$ cat src/rtl/keypad_scanner.sv
// 4x4 keypad row scanner with whole-scan debounce and game-input decode.
// Optional build macro KP_GHOST_REJECT_EN: scans with two or more pressed keys decode as no key.
module keypad_scanner #(
    parameter int SCAN_DIV       = 250,
    parameter int DEBOUNCE_SCANS = 4
) (
    input  logic       clk,
    input  logic       reset,
    output logic [3:0] kp_row,
    input  logic [3:0] kp_col,
    output logic [3:0] movement,
    output logic       start,
    output logic [3:0] key_code,
    output logic       key_valid
);

    localparam logic [15:0] DIV_MAX  = 16'(SCAN_DIV - 1);
    localparam logic [3:0]  DEB_MAX  = 4'(DEBOUNCE_SCANS);
    localparam logic [4:0]  KEY_NONE = 5'h10;

    typedef enum logic [0:0] {ST_RELEASED = 1'b0, ST_PRESSED = 1'b1} state_t;

    state_t      r_state, w_state_n;
    logic [15:0] r_div_cnt;
    logic [1:0]  r_row_idx, w_row_next;
    logic [3:0]  r_kp_row, r_scan_key, r_movement, r_key_code;
    logic [1:0]  r_scan_cnt;
    logic [4:0]  r_cand, r_stable;
    logic [3:0]  r_agree;
    logic        r_start, r_key_valid;

    logic        w_sample, w_end_scan, w_accept;
    logic [3:0]  w_pressed, w_prev_key, w_acc_key, w_agree_n;
    logic [2:0]  w_low, w_row_cnt, w_sum;
    logic [1:0]  w_prev_cnt, w_acc_cnt;
    logic [4:0]  w_result, w_cand_n;
    logic [3:0]  w_movement_n, w_key_code_n;
    logic        w_start_n, w_key_valid_n;

    // {hit, column} of the lowest pressed column in the sampled row
    function automatic logic [2:0] lowest_col(input logic [3:0] p);
        logic [2:0] r;
        if (p[0])      r = 3'b100;
        else if (p[1]) r = 3'b101;
        else if (p[2]) r = 3'b110;
        else if (p[3]) r = 3'b111;
        else           r = 3'b000;
        return r;
    endfunction

    function automatic logic [2:0] count_keys(input logic [3:0] p);
        return 3'(p[0]) + 3'(p[1]) + 3'(p[2]) + 3'(p[3]);
    endfunction

    function automatic logic [3:0] decode_move(input logic [4:0] k);
        logic [3:0] m;
        case (k)
            5'd1:    m = 4'b0001;
            5'd9:    m = 4'b0010;
            5'd4:    m = 4'b0100;
            5'd6:    m = 4'b1000;
            default: m = 4'b0000;
        endcase
        return m;
    endfunction

    assign w_sample   = (r_div_cnt == DIV_MAX);
    assign w_end_scan = w_sample && (r_row_idx == 2'd3);
    assign w_row_next = r_row_idx + 2'd1;

    // Fold the current row's columns into the per-scan accumulator and form the scan result
    always_comb begin
        w_pressed = ~kp_col;
        w_low     = lowest_col(w_pressed);
        w_row_cnt = count_keys(w_pressed);
        if (r_row_idx == 2'd0) begin
            w_prev_cnt = 2'd0;
            w_prev_key = 4'd0;
        end else begin
            w_prev_cnt = r_scan_cnt;
            w_prev_key = r_scan_key;
        end
        w_sum = 3'(w_prev_cnt) + w_row_cnt;
        if (w_sum >= 3'd2) w_acc_cnt = 2'd2;
        else               w_acc_cnt = w_sum[1:0];
        if ((w_prev_cnt == 2'd0) && w_low[2]) w_acc_key = {r_row_idx, w_low[1:0]};
        else                                   w_acc_key = w_prev_key;
        if (w_acc_cnt == 2'd0)       w_result = KEY_NONE;
`ifdef KP_GHOST_REJECT_EN
        else if (w_acc_cnt >= 2'd2) w_result = KEY_NONE;
`endif
        else                         w_result = {1'b0, w_acc_key};
    end

    // Debounce candidate tracking and accept decision
    always_comb begin
        if (w_result == r_cand) begin
            w_cand_n = r_cand;
            if (r_agree >= DEB_MAX) w_agree_n = DEB_MAX;
            else                    w_agree_n = r_agree + 4'd1;
        end else begin
            w_cand_n  = w_result;
            w_agree_n = 4'd1;
        end
        w_accept = w_end_scan && (w_agree_n == DEB_MAX) && (w_cand_n != r_stable);
    end

    // Press/release FSM next state and next output values
    always_comb begin
        w_state_n     = r_state;
        w_movement_n  = r_movement;
        w_start_n     = r_start;
        w_key_code_n  = r_key_code;
        w_key_valid_n = 1'b0;
        case (r_state)
            ST_RELEASED: begin
                if (w_accept && !w_cand_n[4]) begin
                    w_state_n     = ST_PRESSED;
                    w_key_valid_n = 1'b1;
                    w_key_code_n  = w_cand_n[3:0];
                    w_movement_n  = decode_move(w_cand_n);
                    w_start_n     = (w_cand_n == 5'd5);
                end else begin
                    w_state_n = ST_RELEASED;
                end
            end
            ST_PRESSED: begin
                if (w_accept && w_cand_n[4]) begin
                    w_state_n    = ST_RELEASED;
                    w_movement_n = 4'b0000;
                    w_start_n    = 1'b0;
                end else if (w_accept) begin
                    w_state_n     = ST_PRESSED;
                    w_key_valid_n = 1'b1;
                    w_key_code_n  = w_cand_n[3:0];
                    w_movement_n  = decode_move(w_cand_n);
                    w_start_n     = (w_cand_n == 5'd5);
                end else begin
                    w_state_n = ST_PRESSED;
                end
            end
            default: w_state_n = ST_RELEASED;
        endcase
    end

    // Row divider, row drive and per-scan accumulator registers
    always_ff @(posedge clk) begin
        if (!reset) begin
            r_div_cnt  <= 16'd0;
            r_row_idx  <= 2'd0;
            r_kp_row   <= 4'b1110;
            r_scan_cnt <= 2'd0;
            r_scan_key <= 4'd0;
        end else if (w_sample) begin
            r_div_cnt  <= 16'd0;
            r_row_idx  <= w_row_next;
            r_kp_row   <= ~(4'b0001 << w_row_next);
            r_scan_cnt <= w_acc_cnt;
            r_scan_key <= w_acc_key;
        end else begin
            r_div_cnt  <= r_div_cnt + 16'd1;
        end
    end

    // Debounce registers, FSM state and registered outputs
    always_ff @(posedge clk) begin
        if (!reset) begin
            r_cand      <= KEY_NONE;
            r_agree     <= 4'd0;
            r_stable    <= KEY_NONE;
            r_state     <= ST_RELEASED;
            r_movement  <= 4'b0000;
            r_start     <= 1'b0;
            r_key_code  <= 4'd0;
            r_key_valid <= 1'b0;
        end else begin
            if (w_end_scan) begin
                r_cand  <= w_cand_n;
                r_agree <= w_agree_n;
            end else begin
                r_cand  <= r_cand;
                r_agree <= r_agree;
            end
            if (w_accept) r_stable <= w_cand_n;
            else          r_stable <= r_stable;
            r_state     <= w_state_n;
            r_movement  <= w_movement_n;
            r_start     <= w_start_n;
            r_key_code  <= w_key_code_n;
            r_key_valid <= w_key_valid_n;
        end
    end

    assign kp_row    = r_kp_row;
    assign movement  = r_movement;
    assign start     = r_start;
    assign key_code  = r_key_code;
    assign key_valid = r_key_valid;

endmodule

$ cat config.mk
export PLATFORM = sky130hd
export DESIGN_NAME = keypad_scanner
export DESIGN_NICKNAME = d
export VERILOG_FILES = /design/src/rtl/keypad_scanner.sv
export SDC_FILE = /design/constraint.sdc
export NUM_CORES = 1
export LEC_CHECK = 0
export CAP_MARGIN = 20
export CELL_PAD_IN_SITES_DETAIL_PLACEMENT = 0
export CELL_PAD_IN_SITES_GLOBAL_PLACEMENT = 1
export CORE_ASPECT_RATIO = 0.7
export CORE_MARGIN = 8
export CORE_UTILIZATION = 40
export DETAILED_ROUTE_END_ITERATION = 6
export GPL_ROUTABILITY_DRIVEN = 0
export HOLD_SLACK_MARGIN = 0.15
export PLACE_DENSITY_LB_ADDON = 0.1
export SLEW_MARGIN = 0
export SYNTH_ARGS = -nofsm -noshare
export SYNTH_HDL_FRONTEND = slang
export SYNTH_SLANG_ARGS = --single-unit
$ cat constraint.sdc
create_clock -name clk -period 9.72 [get_ports clk]
set_input_delay 2.43 -clock clk [delete_from_list [all_inputs] [get_ports clk]]
set_output_delay 2.43 -clock clk [all_outputs]
set_load 0.01 [all_outputs]
==> impl_metrics.ini <==
[final_layout]
n_antenna_cell = 0
nNetsFinal = 340
final_cell_mix = dfxtp_1, nor2_1, nand2_1, a21oi_1, clkdlybuf4s50_1
final_layout_size_suffix_gt1_share_pct = 7.10
area_delta_synth_final_pct = 13.9
final_common_cell = dfxtp_1

[sta]
rsz0062_at_grt = no
setup_viol = 0
finalMaxSlewViolations = 0
max_slew_margin_pct = 41.1
fmaxAchievable_mhz = 149
finalWorstSetupSlack_ns = 2.99
hold_viol = 0
fin_setup_tns_ns = 0
finalCritPeriodShare_pct = 69.2
finalClockSkew_ns = 0.00940
tightestPinTransition_ns = 0.874
period_minus_slack_ns = 6.73

[synthesis]
synth_cell_types = 55
syn-cell-area_mm2 = 0.00266
synth-edff-count = 0
synthTopCellsByArea = dfxtp_1, nor2_1, a21oi_1, nand2_1, ha_1
syn_nets = 323
yosysWarnings = 0
synth_largest_area_cell = dfxtp_1
synthArstFlopShare_pct = 0
synthFlopType = dfxtp_1
synth_top_area_share_pct = 39.8
synth_area_per_cell_um2 = 8.71
postSynthCellCount = 306
ys_seq_area_share_pct = 39.8
synth_seq_cells = 53

[setup_path]
cp-endpoint = key_code[2]
worstSetupPathType = in -> reg
endpoint_kind = register
max_stage_delay_ns = 0.81
path_max_fanout = 10
r2r_start = r_row_idx[0]
cp-startpoint = kp_col[0]
crit_top_cell = fa_1
cp.arrival_ns = 6.94
cp_data_required_time_ns = 9.93
regToRegSetupSlack_ns = 5.37
r2r-end = key_code[2]
critPathLaunchType = primary input
reg2reg_depth = 12
path_cells = clkdlybuf4s50_1 -> inv_1 -> fa_1 -> fa_1 -> fa_1 -> or3_1 -> nand4_1 -> nand3b_1 -> a22o_1 -> o41ai_2 -> nor3_1 -> a211oi_1
crit_path_top_delay_cell = o41ai_2

[drt]
wl_met3_um = 333
num_vias = 2255
dr.first_iter.drc_count = 159
dr_wl_met2_um = 2560
drc = 0
drt_wl_total_um = 6320
firstDrtPassIters = 4
postRouteAntennaNets = 0
m1WireLength_um = 3360
wire_per_inst_um = 15.1
top_layer = met4
viasPerCell = 5.39

[power_and_ir_drop]
peakVddDrop_v = 0.0000577
power_mw = 0.394
power_density_mw_per_mm2 = 130
p_leak_nw = 1.07

[global_routing]
grt_pass1_wl_um = 10600
grt_max_degree = 29
antenna_found_initial = 0
grtUsageTotal_pct = 13.9
grt_pass1_vias = 2072
grt_overflow = 0

[die]
initial_core_util_pct = 40.4
io_pins = 20
chipHeight_um = 84.3
die_area_mm2 = 0.00957
fp.dieW_um = 114
core-area_mm2 = 0.00660
rows = 25

[clocking]
cts_made_buffers = 5
clock_tree.root_cell = clkbuf_8
post_cts_buffers = 0
path_clk_slew_ns = 0.10
clkLatencyLatePin_ns = 0.31
cts_max_level = 2
cts_resized = 0
clkSinkCount = 53
cts_tree = done
cts-hold-fix-buffers = 0
clockBufferDepth = 2

[outcome]
status = completed

[placed_design]
pre_cts_slack_ns = 2.78
port_buffers = 19
dp_hpwl_um = 4570

[worst_hold_path]
hold_class = reg -> reg

[run]
drv_cap = 0
[stage by stage]
stage / std cells / hold WS [ns] / instance area (um^2) / util [%]
floorplan: 306 / 0.433 / 2660 / -
global placement: 410 / 0.452 / 2930 / 44.4
detailed placement: 410 / 0.457 / 2930 / 44.4
CTS: 418 / 0.472 / 3030 / 46.0
global route: 418 / 0.488 / 3030 / 46.0
finish: 418 / 0.471 / 3030 / 46.0
[layer usage]
layer / GRT usage, % / vias to the layer above
met4: 3.98 / 0
met3: 3.44 / 6
met2: 19.2 / 35
met5: 0 / -
li1: - / 1140
met1: 20.3 / 1074
[synth_stat cells (2+ instances only)]
cell type,count
inv_1,9
nand3b_1,2
nor2_1,34
o31ai_1,4
o21ai_0,10
nor4_1,5
a211oi_1,2
a31oi_2,2
nand3_1,18
nor3b_1,2
a22oi_1,3
nand2b_1,3
o41a_1,2
clkbuf_1,7
dfxtp_1,53
xnor2_1,6
xor2_1,10
fa_1,3
and3_1,3
a21o_1,2
ha_1,8
or4_4,2
buf_2,2
a21oi_1,25
nand2_1,32
o2bb2ai_1,3
a22o_1,2
o211ai_1,5
nor2b_1,3
or3_1,7
nand4_1,5
nor3_1,9
[sequential cells by signal (all words and copies together) (netlist names), named ones only]
signal / cells
r_div_cnt: 16
r_cand: 5
r_stable: 5
key_code: 4
kp_row: 4
movement: 4
r_agree: 4
r_scan_key: 4
r_row_idx: 2
r_scan_cnt: 2
key_valid: 1
start: 1
[worst max-delay path: cells and delay by family]
kind | cells | cell delay [ns]
AND/OR/NAND/NOR | 4 | 1.10
adder cells (fa/ha/maj) | 3 | 1.37
AO/OA/AOI/OAI | 3 | 1.34
buffers and inverters | 2 | 0.67
[how the worst min path moves through the flow]
stage          cells after the start    startpoint      endpoint  slack [ns]
3_5_place_dp                       1   movement[1]   movement[1]        0.46
5_1_grt                            2     r_cand[0]     r_cand[0]        0.49
2_1_floorplan                      1  r_div_cnt[0]  r_div_cnt[0]        0.43
6_report                           2     r_cand[0]     r_cand[0]        0.47
4_1_cts                            2     r_cand[0]     r_cand[0]        0.47
3_3_place_gp                       1  r_div_cnt[0]  r_div_cnt[0]        0.45
[report_power, final]
group,internal (mW),switching (mW),leakage [nW]
Clock,0.0646,0.0727,0.0542
Sequential,0.218,0.00110,0.428
Combinational,0.0125,0.0255,0.585
[kinds of logic after synthesis]
group,after synthesis,synth area share [%]
simple gates,135,27.1
compound gates,69,17.8
flops,53,39.8
buf+inv,20,3.19
xor+xnor,16,5.26
fa+ha+maj,11,6.01
mux,2,0.798
[final cells by class]
class	count	area, um^2
timing repair buffer	20	198
clock inverter	1	5.00
multi-input combinational	233	1520
fill	649	3570
sequential	53	1060
tap	94	118
inverter	10	37.5
clock buffer	7	96.3
(Power assumes the default switching activity.)
